File: src/rtl/piso_pkg.sv
// Shared types and constants for the piso_tx serializer.
// The PARITY state is only reachable when PISO_TX_PARITY_EN is defined.
package piso_pkg;

  localparam int PISO_DEFAULT_WIDTH = 4;

  typedef enum logic [1:0] {
    IDLE   = 2'd0,
    SHIFT  = 2'd1,
    PARITY = 2'd2
  } piso_state_e;

endpackage

File: src/rtl/piso_parity.sv
// Even-parity generator: XOR reduction of a WIDTH-bit word.
// Instantiated by piso_tx only when PISO_TX_PARITY_EN is defined.
module piso_parity
  import piso_pkg::*;
#(
  parameter int WIDTH = PISO_DEFAULT_WIDTH
) (
  input  logic [WIDTH-1:0] i_data,
  output logic             o_parity
);

  assign o_parity = ^i_data;

endmodule

File: src/rtl/piso_tx.sv
// Parallel-in serial-out transmitter with valid/ready load handshake and
// fully registered outputs. Define PISO_TX_PARITY_EN to append an even-parity bit.
module piso_tx
  import piso_pkg::*;
#(
  parameter int WIDTH     = PISO_DEFAULT_WIDTH,
  parameter int MSB_FIRST = 1
) (
  input  logic             clk,
  input  logic             rst,
  input  logic [WIDTH-1:0] d_in,
  input  logic             load_valid,
  output logic             load_ready,
  output logic             d_out,
  output logic             out_valid,
  output logic             frame_start,
  output logic             busy
);

  localparam int            CW       = (WIDTH > 1) ? $clog2(WIDTH) : 1;
  localparam logic [CW-1:0] LAST_IDX = CW'(WIDTH - 1);

  piso_state_e      r_state, w_state_nxt;
  logic [WIDTH-1:0] r_shift, w_shift_nxt;
  logic [CW-1:0]    r_cnt, w_cnt_nxt;
  logic             r_dout, w_dout_nxt;
  logic             r_valid, w_valid_nxt;
  logic             r_start, w_start_nxt;
  logic             r_busy, w_busy_nxt;
  logic             r_ready, w_ready_nxt;

  logic             w_accept;
  logic             w_last;
  logic [CW-1:0]    w_cnt_inc;
  logic             w_first_bit;
  logic             w_next_bit;
  logic [WIDTH-1:0] w_load_shift;
  logic [WIDTH-1:0] w_run_shift;

`ifdef PISO_TX_PARITY_EN
  logic r_par, w_par_nxt, w_din_par;

  piso_parity #(.WIDTH(WIDTH)) u_parity (
    .i_data   (d_in),
    .o_parity (w_din_par)
  );
`endif

  // The bit to emit next always sits at the "front" end of r_shift.
  assign w_first_bit  = (MSB_FIRST != 0) ? d_in[WIDTH-1]    : d_in[0];
  assign w_next_bit   = (MSB_FIRST != 0) ? r_shift[WIDTH-1] : r_shift[0];
  assign w_load_shift = (MSB_FIRST != 0) ? (d_in << 1)      : (d_in >> 1);
  assign w_run_shift  = (MSB_FIRST != 0) ? (r_shift << 1)   : (r_shift >> 1);

  assign w_accept  = load_valid && r_ready;
  assign w_last    = (r_state == SHIFT) && (r_cnt == LAST_IDX);
  assign w_cnt_inc = r_cnt + CW'(1);

  always_comb begin
    w_state_nxt = r_state;
    w_shift_nxt = r_shift;
    w_cnt_nxt   = r_cnt;
    w_dout_nxt  = 1'b0;
    w_valid_nxt = 1'b0;
    w_start_nxt = 1'b0;
    w_busy_nxt  = 1'b0;
    w_ready_nxt = 1'b0;
`ifdef PISO_TX_PARITY_EN
    w_par_nxt   = r_par;
`endif
    if (w_accept) begin
      w_state_nxt = SHIFT;
      w_shift_nxt = w_load_shift;
      w_cnt_nxt   = '0;
      w_dout_nxt  = w_first_bit;
      w_valid_nxt = 1'b1;
      w_start_nxt = 1'b1;
      w_busy_nxt  = 1'b1;
`ifdef PISO_TX_PARITY_EN
      w_par_nxt   = w_din_par;
`endif
    end else begin
      case (r_state)
        SHIFT: begin
          if (w_last) begin
`ifdef PISO_TX_PARITY_EN
            w_state_nxt = PARITY;
            w_dout_nxt  = r_par;
            w_valid_nxt = 1'b1;
            w_busy_nxt  = 1'b1;
            w_ready_nxt = 1'b1;
`else
            w_state_nxt = IDLE;
            w_ready_nxt = 1'b1;
`endif
          end else begin
            w_cnt_nxt   = w_cnt_inc;
            w_shift_nxt = w_run_shift;
            w_dout_nxt  = w_next_bit;
            w_valid_nxt = 1'b1;
            w_busy_nxt  = 1'b1;
`ifdef PISO_TX_PARITY_EN
            w_ready_nxt = 1'b0;
`else
            // Ready is raised one cycle early so it is registered on the final bit.
            w_ready_nxt = (w_cnt_inc == LAST_IDX);
`endif
          end
        end
        default: begin
          w_state_nxt = IDLE;
          w_ready_nxt = 1'b1;
        end
      endcase
    end
  end

  always_ff @(posedge clk or negedge rst) begin
    if (!rst) begin
      r_state <= IDLE;
      r_shift <= '0;
      r_cnt   <= '0;
      r_dout  <= 1'b0;
      r_valid <= 1'b0;
      r_start <= 1'b0;
      r_busy  <= 1'b0;
      r_ready <= 1'b1;
`ifdef PISO_TX_PARITY_EN
      r_par   <= 1'b0;
`endif
    end else begin
      r_state <= w_state_nxt;
      r_shift <= w_shift_nxt;
      r_cnt   <= w_cnt_nxt;
      r_dout  <= w_dout_nxt;
      r_valid <= w_valid_nxt;
      r_start <= w_start_nxt;
      r_busy  <= w_busy_nxt;
      r_ready <= w_ready_nxt;
`ifdef PISO_TX_PARITY_EN
      r_par   <= w_par_nxt;
`endif
    end
  end

  assign load_ready  = r_ready;
  assign d_out       = r_dout;
  assign out_valid   = r_valid;
  assign frame_start = r_start;
  assign busy        = r_busy;

endmodule

File: config.mk
export PLATFORM = sky130hd
export DESIGN_NAME = piso_tx
export DESIGN_NICKNAME = d
export VERILOG_FILES = /design/src/rtl/piso_pkg.sv /design/src/rtl/piso_parity.sv /design/src/rtl/piso_tx.sv
export SDC_FILE = /design/constraint.sdc
export NUM_CORES = 1
export LEC_CHECK = 0
export ABC_AREA = 0
export CORE_AREA = 5 5 42 44
export DETAILED_ROUTE_END_ITERATION = 8
export DIE_AREA = 0 0 47 49
export GPL_ROUTABILITY_DRIVEN = 1
export HOLD_SLACK_MARGIN = 0.06
export MAX_ROUTING_LAYER = met4
export PLACE_DENSITY = 0.62
export SYNTH_ARGS = -nofsm -noshare
export SYNTH_HDL_FRONTEND = slang
export SYNTH_HIERARCHICAL = 1
export SYNTH_SLANG_ARGS = --single-unit
File: constraint.sdc
create_clock -name clk -period 1.92 [get_ports clk]
set_clock_uncertainty 0.15 [all_clocks]
set_input_delay 0.384 -clock clk [delete_from_list [all_inputs] [get_ports clk]]
set_output_delay 0.384 -clock clk [all_outputs]
set_load 0.005 [all_outputs]
==> impl_metrics.yaml <==
worst_setup_path:
  worstSetupEndpointType: "output pin"
  cp-start-kind: "flip-flop"
  cp.arrival_ns: 1.29
  crit_path_start: "load_ready$_DFF_PN1_"
  crit_family: "flip-flops"
  critPathMaxStageDelay_ns: 0.53
  crit_slowest_cell: "dfstp_2"
  rr_worst_depth: 4
  cp_max_fo: 2
  cp.depth: 1
  r2r-end: "r_shift[2]$_DFFE_PN0P_"
  critPathBufInv: 1
  crit_chain: "clkdlybuf4s50_1"
  worstSetupPathType: "reg -> out"
  reg2reg_setup_slack_ns: 0.54
  r2r-start: "r_cnt[0]$_DFFE_PN0P_"
  crit_required_ns: 1.39
cts:
  tritoncts: "yes"
  htreeDepth: 1
  ctsRootBufferMaster: "clkbuf_4"
  postCtsSetupBuffers: 0
  clk-insertion-delay-late_ns: 0.27
  path_clk_slew_ns: 0.07
  clock_sinks: 10
  clockBufferDepth: 2
  numCtsBuffers: 3
  cts_hold_buffers: 0
  cts_resized: 0
pwr:
  leakage_nw: 0.281
  powerDensity_nw_per_um2: 1580
  vdd_drop_max_mv: 0.665
  p_total_uw: 925
drt:
  vias_per_cell: 4.46
  wl_per_cell_um: 10.6
  drt_pass1_iterations: 3
  final_antenna_net_count: 0
  drc: 0
  drtIter0Drc: 4
  wl_um: 752
  vias: 317
timing:
  report.final.slew_viol_count: 0
  period_needed_ns: 1.83
  max_freq_mhz: 547
  tightestPinTransition_ns: 0.444
  rsz0062_at_grt: "false"
  final.setup.tns_ns: 0
  slew-limit-headroom: 0.703
  hold_violations: 0
  setup_viol: 0
  finalCritPeriodShare: 0.952
floorplan:
  num_rows: 14
  die_area_um2: 2300
  die_w_um: 47
  fp.dieH_um: 49
  coreArea_um2: 1400
  start_util: 0.304
  ios: 12
synth:
  synth_top_cell_by_area: "dfrtp_1"
  syn_area_um2: 425
  synth.avg_cell_area_um2: 10.4
  synth_area_leaders: "dfrtp_1 53%, nand2_1 9.7%, dfstp_2 6.2%"
  yosysTopAreaCellShare: 0.529
  yosysWarnings: 6
  synthCells: 41
  syn_nets: 50
  yosysSeqAreaShare: 0.591
  synth_seq_cells: 10
  synth_cell_type_count: 15
global_routing:
  gr-total-overflow: 0
  grt_pass1_vias: 297
  track_usage: 0.0810
  antenna_found_initial: 0
  grt_max_degree: 11
  grt_pass1_wl_um: 1270
finish:
  drive_gt1_frac: 0.145
  syn2layout_area_growth_pct: 37.4
  nets: 65
  insertedDiodeCount: 0
status:
  outcome: "completed"
job:
  maxCapViolCount: 0
worst_hold_path:
  min_path_type: "in -> async"
placement:
  place_congestion: 0.708
  numPortBuffers: 11
  dpl.hpwl_um: 554
==> cells in the final DEF, fill, tap and decap left out, types with 2 or more instances in the layout <==
master           synthesis  routed
nand2_1                 11      11
clkdlybuf4s50_1          0      11
dfrtp_1                  9       9
nor2_1                   5       5
clkbuf_4                 0       3
inv_1                    2       2
nand3_1                  2       2
a31oi_1                  2       2
ha_1                     2       2
==> flip-flops by register name, indices dropped and copies added (netlist names) <==
signal and flops:
frame_start 1, r_shift 3, d_out 1, r_state 1, busy 1, load_ready 1, r_cnt 2
==> worst reg2reg max path: stages, from the launching register on <==
cell,delay [ns]
dfrtp_1,0.41
ha_1,0.25
or2b_4,0.30
nand2_1,0.08
a31oi_1,0.08
==> metal layers <==
| layer | track usage | wire [um] |
|---|---|---|
| met5 | - | 0 |
| met4 | 0.0691 | 28 |
| met3 | 0.0221 | 91 |
| met2 | 0.0973 | 285 |
| met1 | 0.107 | 346 |
==> through the flow <==
| step | instances | hold WS, ns | worst slack [ns] | instance area, um^2 | utilization |
|---|---|---|---|---|---|
| after floorplan | 41 | -0.0616 | 0.605 | 425 | - |
| after global placement | 67 | 0.337 | 0.384 | 548 | 0.391 |
| after detailed placement | 67 | 0.345 | 0.375 | 548 | 0.391 |
| after CTS | 71 | 0.299 | 0.0807 | 584 | 0.417 |
| after global routing | 71 | 0.303 | 0.0569 | 584 | 0.417 |
| final | 71 | 0.271 | 0.0920 | 584 | 0.417 |
==> worst max-delay path by stage <==
stage | endpoint
after CTS | load_ready
after floorplan | r_shift[2]$_DFFE_PN0P_
final | load_ready
after global placement | load_ready
after detailed placement | load_ready
after global routing | load_ready
==> synthesized netlist by cell type (all sizes together) <==
| cell type | instances |
|---|---|
| xnor2 | 1 |
| nand2b | 1 |
| nand2 | 12 |
| or2b | 1 |
| nand3 | 2 |
| buf | 1 |
| ha | 2 |
| dfrtp | 9 |
| inv | 2 |
| nor2b | 1 |
| a31oi | 2 |
| dfstp | 1 |
| nor2 | 5 |
| a21oi | 1 |
==> power by group <==
| part | internal, mW | leakage [nW] | switching, mW | total, mW |
|---|---|---|---|---|
| Sequential | 0.312 | 0.120 | 0.0491 | 0.361 |
| Combinational | 0.205 | 0.139 | 0.166 | 0.372 |
| Clock | 0.115 | 0.0210 | 0.0765 | 0.192 |
| Total | 0.633 | 0.281 | 0.292 | 0.925 |
==> cell families after synthesis <==
logic type,count (synthesis),synth area share
XOR/XNOR,1,0.0206
buffers and inverters,3,0.0353
AND/OR/NAND/NOR,22,0.253
AO/OA/AOI/OAI,3,0.0412
flip-flops,10,0.591
adder cells (fa/ha/maj),2,0.0588
==> layout make-up <==
type                       count  area, um^2
clock buffer                   4        36.3
fill                         150         817
inverter                       2        7.51
multi-input combinational     28         159
sequential                    10         251
tap                           16        20.0
timing repair buffer          11         110
Note: power is estimated with default switching activity, not from simulation.
